### src/rtl/oam_dma.sv
// OAM DMA engine: on a write to the DMA register, masters the MMU read port and
// copies NUM_BYTES bytes from page {src,8'h00} into sprite attribute memory.
module oam_dma #(
    parameter int NUM_BYTES = 160
) (
    input  logic        iClock,
    input  logic        iReset,
    input  logic        iDmaWe,
    input  logic [7:0]  iDmaData,
    output logic [7:0]  oDMA,
    output logic [15:0] oMcuAddr,
    output logic        oMcuReadRequest,
    input  logic [7:0]  iMcuReadData,
    input  logic        iMcuReadValid,
    output logic        oOamWe,
    output logic [7:0]  oOamAddr,
    output logic [7:0]  oOamData,
    output logic        oBusy
);
    typedef enum logic [1:0] {IDLE, REQ, WAIT, WRITE} state_t;

    localparam logic [7:0] LAST_INDEX = 8'(NUM_BYTES - 1);

    state_t     state;
    logic [7:0] index;
    logic [7:0] page;
    logic [7:0] dataLatch;
    logic [7:0] srcPage;

    // Echo RAM (E000-FDFF) mirrors C000-DDFF.
    always_comb begin
        srcPage = iDmaData;
        if (iDmaData >= 8'hE0) srcPage = iDmaData - 8'h20;
    end

    // The latch only changes on the WAIT->WRITE edge, so it doubles as the held OAM data.
    assign oOamData = dataLatch;

    always_ff @(posedge iClock) begin
        if (iReset) begin
            state           <= IDLE;
            index           <= '0;
            page            <= '0;
            dataLatch       <= '0;
            oDMA            <= '0;
            oMcuAddr        <= '0;
            oMcuReadRequest <= 1'b0;
            oOamWe          <= 1'b0;
            oOamAddr        <= '0;
            oBusy           <= 1'b0;
        end else begin
            oMcuReadRequest <= 1'b0;
            oOamWe          <= 1'b0;
            if (iDmaWe) begin
                // Trigger from IDLE and restart from any other state share this path.
                state           <= REQ;
                page            <= srcPage;
                oDMA            <= iDmaData;
                index           <= '0;
                oMcuAddr        <= {srcPage, 8'h00};
                oMcuReadRequest <= 1'b1;
                oBusy           <= 1'b1;
            end else begin
                unique case (state)
                    IDLE: state <= IDLE;
                    REQ:  state <= WAIT;
                    WAIT: begin
                        if (iMcuReadValid) begin
                            dataLatch <= iMcuReadData;
                            oOamWe    <= 1'b1;
                            oOamAddr  <= index;
                            state     <= WRITE;
                        end
                    end
                    WRITE: begin
                        if (index == LAST_INDEX) begin
                            state    <= IDLE;
                            oBusy    <= 1'b0;
                            oMcuAddr <= '0;
                        end else begin
                            index           <= index + 8'd1;
                            oMcuAddr        <= {page, index + 8'd1};
                            oMcuReadRequest <= 1'b1;
                            state           <= REQ;
                        end
                    end
                endcase
            end
        end
    end
endmodule

### config.mk
export PLATFORM = sky130hd
export DESIGN_NAME = oam_dma
export DESIGN_NICKNAME = d
export VERILOG_FILES = /design/src/rtl/oam_dma.sv
export SDC_FILE = /design/constraint.sdc
export NUM_CORES = 1
export LEC_CHECK = 0
export CAP_MARGIN = 20
export CORE_UTILIZATION = 51
export CTS_CLUSTER_DIAMETER = 30
export DETAILED_ROUTE_END_ITERATION = 7
export PLACE_DENSITY = 0.87
export SLEW_MARGIN = 10
export SYNTH_ARGS = -nofsm -noshare
export SYNTH_HDL_FRONTEND = slang
export SYNTH_SLANG_ARGS = --single-unit
export TNS_END_PERCENT = 5
### constraint.sdc
create_clock -name iClock -period 2.5 [get_ports iClock]
set_input_delay 0.25 -clock iClock [delete_from_list [all_inputs] [get_ports iClock]]
set_output_delay 0.25 -clock iClock [all_outputs]
set_load 0.02 [all_outputs]
# == Yosys cells after proc, flatten, opt, wreduce, memory -nomap -nowiden ==
# Index checks and enable logic that the tools add are counted.
# op_classes
n_addsub,2
mul,0
div_mod_pow,0
n_lt_le_gt_ge,1
eq_ne,6
shifts,0
n_mux,15
bitwise,3
n_reduce_logical,8
# op_table
op,n
2-to-1 mux 16 bit,3
2-to-1 mux 1 bit,9
adder 8 x 1 -> 8 bit (second input constant),1
== test 8 bit (second input constant),1
>= comparator 8 bit (second input constant),1
2-to-1 mux 8 bit,1
case mux 2 bit (4 select lines),1
subtractor 8 x 6 -> 8 bit (second input constant),1
== test 2 bit (second input constant),2
AND reduction 2 bit,2
nonzero test 2 bit,2
inequality test 3 bit (second input constant),1
inverter 1 bit,3
AND reduction 3 bit,1
OR reduction 3 bit,1
== test 2 x 1 -> 1 bit (second input constant),1
zero test 2 bit,1
2-to-1 mux 2 bit,1
inequality test 2 bit (second input constant),1
OR reduction 2 bit,1
# totals
regBits,61
latch_bits,0
ramBits,0
mem_bits_ro,0
inputBits,20
output_inout_bits,43
word_cells,47
mem_count,0

# == Logic depth before layout (Yosys ltp) ==
# Gate-level depths: netlist (run 1).
# logic_depth
ltp_word,4
depth_mapped,7
depth_no_buf,6

# == Least setup slack after synthesis (run 1) ==
# Ideal clock, no wire load.
# synth_timing
path_type,reg-to-reg
from,reg index[0]
to,reg oMcuAddr[10]
setup_time_ns,0.117
arrival_ns,1.403
required_time_ns,2.383
path_slack_ns,0.980
path_stages_with_launch,7
n_path_buf,1
synth_period_minus_slack_ns,1.520
cell_sequence,dfxtp_1 ha_1 nand4_1 o21ai_4 buf_6 nand2_1 a22o_1
# synth_via
elab_chain_len,4
# synth_lines
item,line,source
from (decl),25,logic [7:0] index;
from (signal assigned),81,index <= index + 8'd1;
== test 8 bit,76,if (index == LAST_INDEX) begin
2-to-1 mux 16 bit,76,
2-to-1 mux 16 bit,64,unique case (state)
2-to-1 mux 16 bit,54,if (iDmaWe) begin
to (signal assigned),60,"oMcuAddr <= {srcPage, 8'h00};"
to (signal assigned),82,"oMcuAddr <= {page, index + 8'd1};"
to (decl),11,"output logic [15:0] oMcuAddr,"
# Every way passes these cells. The select of a mux whose other input is x is not followed.
# A chain may end at the register's enable or synchronous reset.

# == Worst setup path in the final report (run 1) ==
# layout_timing
from,reg state[1]
to,reg index[7]
# layout_via
elab_chain_len,2
# layout_lines
item,line,source
from (decl),24,state_t state;
from (signal assigned),41,state <= IDLE;
from (signal assigned),56,state <= REQ;
from (signal assigned),65,IDLE: state <= IDLE;
== test 2 bit,64,
AND reduction 2 bit (no line),n/a,
# Every way passes these cells.

==> results.json, run 1 <==
{
  "endpoint_kind": "register",
  "fin_crit_sh_pct": 76.7,
  "dpl_worst_slack_ns": 0.596,
  "maxCapViolations": 0,
  "initial_core_util_pct": 55.0,
  "synth_commonest_cells": "nand2_1 (64), dfxtp_1 (56), a21oi_1 (38)",
  "coreArea_sq_mm": 0.00414,
  "synth_top_family_by_area": "simple AND/OR/NAND/NOR gates",
  "yosysMostFrequentCell": "nand2_1",
  "row_count": 23,
  "crit_path_cell_trace": "ha_1 -> o21ai_4 -> or4_1 -> nand2_1",
  "instances_no_fill": 365,
  "nFillCells": 339,
  "drive_above_1_share_pct": 6.03,
  "htreeDepth": 2,
  "cts-buffers-inserted": 5,
  "async_flop_share_pct": 0,
  "setup_violations": 0,
  "worst_pin_slew_ns": 0.630,
  "min_path_type": "reg2reg",
  "synth_cells": 263,
  "worstSetupPathType": "reg2reg",
  "fmax_mhz": 521,
  "n_antenna_cell": 0,
  "maxSlewHeadroom_pct": 58.0,
  "antenna_found_initial": 0,
  "grt_pass1_vias": 1724,
  "cts_resized": 0,
  "hold_violations": 0,
  "drt-initial-drc-count": 123,
  "p_per_area_mw_per_mm2": 581,
  "synth_compound_area_share_pct": 16.5,
  "cts_tree": "built",
  "mappedNetlistArea_sq_mm": 0.00228,
  "yosys-mux-area-fraction_pct": 1.32,
  "grt_overflow": 0,
  "dieArea_sq_mm": 0.00474,
  "synth_edf_count": 0,
  "fin_setup_tns_ns": 0,
  "min_period_ns": 1.92,
  "synth_fa_ha_area_share_pct": 2.19,
  "grt_pass1_wl_microns": 7710,
  "ctsHoldBuffers": 0,
  "rsz0062_at_grt": "false",
  "die_width_microns": 68.9,
  "clk_pin_slew_worst_paths_ns": 0.10,
  "yosysWarnings": 0,
  "clockRootBuffer": "clkbuf_8",
  "outcome": "finished clean",
  "multi_input_area_sq_um": 992,
  "finalWirelength_microns": 4890,
  "synth_top_cell_area_share_pct": 49.1,
  "cp_max_fo": 18,
  "dr.pass1.iters": 4,
  "seq_area_sq_mm": 0.00112,
  "port_buffers": 62,
  "clockPowerShare_pct": 36.6,
  "vdd_drop_max_mv": 0.417,
  "die_h_microns": 68.9,
  "layout.nets": 338,
  "post_cts_buffers": 0,
  "critPathSlowestCell": "ha_1",
  "routed_via_density": 5.31,
  "dp_hpwl_microns": 3410,
  "wl_per_cell_microns": 13.4,
  "power.share.switching_pct": 21.8,
  "maxSlewViolCount": 0,
  "synth.area.top_cells": "dfxtp_1 (49%), nand2_1 (11%), a21oi_1 (8.3%)",
  "yosys_most_used_dff": "dfxtp_1",
  "required_ns": 2.76,
  "post-place-cells": 357,
  "critical_path_arrival_ns": 2.18,
  "grt_max_degree": 22,
  "leakagePower_uw": 0.00111,
  "ios": 63,
  "internal-power_uw": 1350,
  "clkSinkCount": 56,
  "skew_ns": 0.00842,
  "critPathMaxStageDelay_ns": 0.58,
  "syn_nets": 287,
  "critPathLaunchType": "register",
  "areaGrowthSynthToFinish_pct": 30.3,
  "ys_types": 37,
  "layout_setup_ws_ns": 0.582,
  "antenna_left": 0,
  "via_count": 1939,
  "cts_buffer_depth": 2,
  "yosysTopAreaCell": "dfxtp_1",
  "ys_ff_latch": 56,
  "place.gp.congestion": 0.821,
  "p_seq_share_pct": 53.6,
  "synth_xor_xnor_area_share_pct": 2.69,
  "grtUsageTotal_pct": 22.4,
  "drc_errors": 0,
  "synth_simple_gate_area_share_pct": 20.8,
  "postSynthAreaPerCell_sq_um": 8.67,
  "ys_seq_area_share_pct": 49.1,
  "switchingPower_uw": 377,
  "power_frac_comb_pct": 9.7,
  "clk_latency_ns": 0.31
}
placed cells by master (no fill, tap or decap), types with 2 or more instances in the layout:
master | Yosys | final
a211oi_1 | 2 | 2
a311oi_1 | 2 | 2
o21ai_0 | 3 | 3
xnor2_1 | 4 | 4
nand2_1 | 64 | 64
or4_1 | 2 | 2
a21oi_1 | 38 | 38
a22o_1 | 6 | 6
inv_1 | 4 | 4
ha_1 | 4 | 4
dfxtp_1 | 56 | 56
mux2i_1 | 3 | 3
nand3_1 | 12 | 12
nor2_1 | 13 | 13
buf_4 | 7 | 4
nand3b_1 | 2 | 2
xor2_1 | 3 | 3
nand2b_1 | 5 | 5
o211ai_1 | 4 | 4
o211a_1 | 2 | 2
clkbuf_8 | 0 | 7
clkdlybuf4s50_1 | 0 | 62
sequential cells by signal (all words and copies together) (netlist names):
register	cells
oMcuAddr	16
index	8
oDMA	8
oOamAddr	8
oOamData	8
page	3
state	2
oBusy	1
oMcuReadRequest	1
oOamWe	1
metrics by stage:
stage	instance area, sq um	hold slack [ns]	util, %	power, uW
after floorplan	2280	0.386	-	1040
after global placement	2850	0.440	68.7	1110
after detailed placement	2850	0.447	68.7	1110
after CTS	2970	0.460	71.7	1740
after global routing	2970	0.481	71.7	1800
final	2970	0.458	71.7	1730
logic make-up (layout without fill, tap and decap cells):
| family | after synthesis | count (layout) |
|---|---|---|
| AO/OA/AOI/OAI | 60 | 60 |
| XOR/XNOR | 7 | 7 |
| adder cells (fa/ha/maj) | 4 | 4 |
| buffers and inverters | 27 | 79 |
| flip-flops | 56 | 56 |
| multiplexers | 3 | 3 |
| AND/OR/NAND/NOR | 106 | 106 |
critical path, delay by kind of cell, from the launching register on:
family	cells	cell delay, ns
AND/OR/NAND/NOR	2	0.63
AO/OA/AOI/OAI	1	0.27
flip-flops	1	0.39
adder cells (fa/ha/maj)	1	0.58
path summary, 6_finish.rpt:
kind,from,to,slack (ns),depth (start not counted)
worst max-delay path,state[1]$_SDFFE_PP0P_,index[7]$_SDFFE_PP0P_,0.58,4
worst min-delay path,oOamAddr[2]$_SDFFE_PP0P_,oOamAddr[2]$_SDFFE_PP0P_,0.46,2
worst max register to register,state[1]$_SDFFE_PP0P_,index[7]$_SDFFE_PP0P_,0.58,4
worst min register to register,oOamAddr[2]$_SDFFE_PP0P_,oOamAddr[2]$_SDFFE_PP0P_,0.46,2
per-layer routing:
layer	track usage, %	vias up	share of wire (%)
li1	-	983	-
met1	28.6	876	45
met2	35.7	75	47
met3	5.59	5	6.7
met4	9.44	0	1.1
met5	0	-	0
power groups by stage:
stage | Clock (uW) | Combinational (uW) | Sequential, uW
after detailed placement | 0 | 167 | 947
after floorplan | 0 | 78.9 | 960
final | 633 | 168 | 926
after global placement | 0 | 165 | 947
after global routing | 686 | 183 | 929
after CTS | 646 | 168 | 926
cell type report:
cell class	instances	area share, %
clock inverter	1	1.01
tap	50	2.11
multi-input combinational	180	33.4
clock buffer	7	3.24
timing repair buffer	66	21.9
sequential	56	37.7
inverter	5	0.632
(Power assumes the default switching activity.)
==> inputs of run 2 (changes only) <==
--- a/config.mk
+++ b/config.mk
@@ -6,10 +6,10 @@
 export NUM_CORES = 1
 export LEC_CHECK = 0
 export CAP_MARGIN = 20
-export CORE_UTILIZATION = 51
+export CORE_UTILIZATION = 43
 export CTS_CLUSTER_DIAMETER = 30
 export DETAILED_ROUTE_END_ITERATION = 7
-export PLACE_DENSITY = 0.87
+export PLACE_DENSITY = 0.79
 export SLEW_MARGIN = 10
 export SYNTH_ARGS = -nofsm -noshare
 export SYNTH_HDL_FRONTEND = slang
==> constraint.sdc (replaced) <==
create_clock -name iClock -period 1.7 [get_ports iClock]
set_input_delay 0.17 -clock iClock [delete_from_list [all_inputs] [get_ports iClock]]
set_output_delay 0.17 -clock iClock [all_outputs]
set_load 0.02 [all_outputs]
==> results.json, run 2 (synthesis results as in run 1) <==
{
  "post-place-cells": 393,
  "drive_above_1_share_pct": 10.8,
  "leakagePower_uw": 0.00118,
  "maxSlewViolCount": 0,
  "initial_core_util_pct": 44.7,
  "cts_buffer_depth": 2,
  "grt_pass1_wl_microns": 8180,
  "setup_violations": 0,
  "row_count": 26,
  "die_width_microns": 74.8,
  "ios": 63,
  "finalWirelength_microns": 5270,
  "port_buffers": 62,
  "dr.pass1.iters": 4,
  "maxCapViolations": 0,
  "nFillCells": 461,
  "outcome": "finished clean",
  "grt_pass1_vias": 1842,
  "final_cell_mix": "nand2_1 (64), clkdlybuf4s50_1 (62), dfxtp_1 (56), a21oi_1 (38), buf_4 (20)",
  "final_common_cell": "nand2_1",
  "critical_path_arrival_ns": 1.88,
  "cts-buffers-inserted": 5,
  "clk_pin_slew_worst_paths_ns": 0.10,
  "wl_per_cell_microns": 13.1,
  "coreArea_sq_mm": 0.00511,
  "fin_crit_sh_pct": 95.7,
  "hold_violations": 0,
  "cts_tree": "built",
  "min_path_type": "in2reg",
  "cp_max_fo": 6,
  "rsz0062_at_grt": "false",
  "drt-initial-drc-count": 57,
  "via_count": 2012,
  "die_h_microns": 74.8,
  "required_ns": 1.96,
  "areaGrowthSynthToFinish_pct": 36.3,
  "fmax_mhz": 615,
  "worst_pin_slew_ns": 0.477,
  "clk_latency_ns": 0.30,
  "instances_no_fill": 402,
  "critPathMaxStageDelay_ns": 0.39,
  "multi_input_area_sq_mm": 0.00100,
  "critPathSlowestCell": "nor2_1",
  "clockRootBuffer": "clkbuf_8",
  "power_uw": 2350,
  "grt_overflow": 0,
  "grt_max_degree": 34,
  "p_per_area_mw_per_mm2": 754,
  "vdd_drop_max_mv": 0.518,
  "routed_via_density": 5.00,
  "worstSetupPathType": "reg2reg",
  "grtUsageTotal_pct": 19.2,
  "skew_ns": 0.0116,
  "antenna_left": 0,
  "regMostFlops": "oMcuAddr",
  "dp_hpwl_microns": 3840,
  "ctsHoldBuffers": 0,
  "crit_path_cell_trace": "ha_1 -> or2_2 -> nor2_1 -> a22o_1",
  "cp_top_family": "simple AND/OR/NAND/NOR gates",
  "dieArea_sq_mm": 0.00560,
  "seq_area_sq_mm": 0.00112,
  "layout.nets": 355,
  "htreeDepth": 2,
  "maxSlewHeadroom_pct": 68.1,
  "worst-path-buf-inv": 0,
  "min_period_ns": 1.63,
  "place.gp.congestion": 0.860,
  "n_antenna_cell": 0,
  "clkSinkCount": 56,
  "antenna_found_initial": 0,
  "fin_setup_tns_ns": 0,
  "largest_reg_flops": 16,
  "critPathLaunchType": "register",
  "endpoint_kind": "register",
  "drc_errors": 0
}
==> run 2: changes by cell type in the layout (fill, tap and decap cells not counted), sizes merged <==
cell,change
clkinv,+1
clkbuf,-1
clkinvlp,+1
bufinv,-1
buf,+17
==> run 2: cell type report <==
type | instances | share of cell area (%)
Clock buffer | 6 | 2.33
Clock inverter | 2 | 0.523
Inverter | 5 | 0.604
Multi-Input combinational cell | 180 | 32.2
Sequential cell | 56 | 36.1
Tap cell | 70 | 2.82
Timing Repair Buffer | 83 | 25.4
==> run 2: worst paths after layout <==
path	start	endpoint	slack, ns	cells after the start
min	iMcuReadData[2]	oOamData[2]$_SDFFE_PP0P_	0.41	3
min reg2reg	oOamAddr[4]$_SDFFE_PP0P_	oOamAddr[4]$_SDFFE_PP0P_	0.46	2
max reg2reg	state[0]$_SDFFE_PP0P_	oMcuAddr[12]$_SDFFE_PP0P_	0.07	4
max	state[0]$_SDFFE_PP0P_	oMcuAddr[12]$_SDFFE_PP0P_	0.07	4
==> run 2: timing repair <==
action,4_1_cts,5_1_grt
endpoints found under the setup margin,1,1
gates resized for setup,1,2
buffers inserted,0,1
pin swaps,0,2
==> run 2: tightest hold or removal path, delay by kind of cell <==
kind                   cells  cell delay, ns
buffers and inverters      1            0.40
and+or+nand+nor            1            0.06
AOI/OAI and AO/OA          1            0.05
==> run 2: metal layers <==
| layer | GRT usage (%) | wire (microns) | vias to the layer above |
|---|---|---|---|
| li1 | - | - | 1016 |
| met1 | 24.6 | 2420 | 946 |
| met2 | 32.6 | 2600 | 48 |
| met3 | 3.21 | 232 | 2 |
| met4 | 6.71 | 23 | 0 |
| met5 | 0 | 0 | - |
==> run 2: per-stage QoR <==
| stage | area, sq um | util, % | hold WS [ns] | worst slack [ns] |
|---|---|---|---|---|
| floorplan | 2280 | - | 0.306 | 0.180 |
| global placement | 3000 | 58.8 | 0.442 | 0.0456 |
| detailed placement | 3000 | 58.8 | 0.446 | 0.0216 |
| CTS | 3100 | 60.7 | 0.403 | 0.0610 |
| global route | 3110 | 60.9 | 0.417 | 0.0144 |
| finish | 3110 | 60.9 | 0.414 | 0.0728 |
==> run 2: power by group <==
group / total [uW] / internal, uW / leakage [uW] / switching [uW]
sequential: 1360 / 1340 / 0.000455 / 17.8
clock: 718 / 294 / 0.0000414 / 423
combinational: 266 / 133 / 0.000681 / 133
total: 2350 / 1770 / 0.00118 / 575
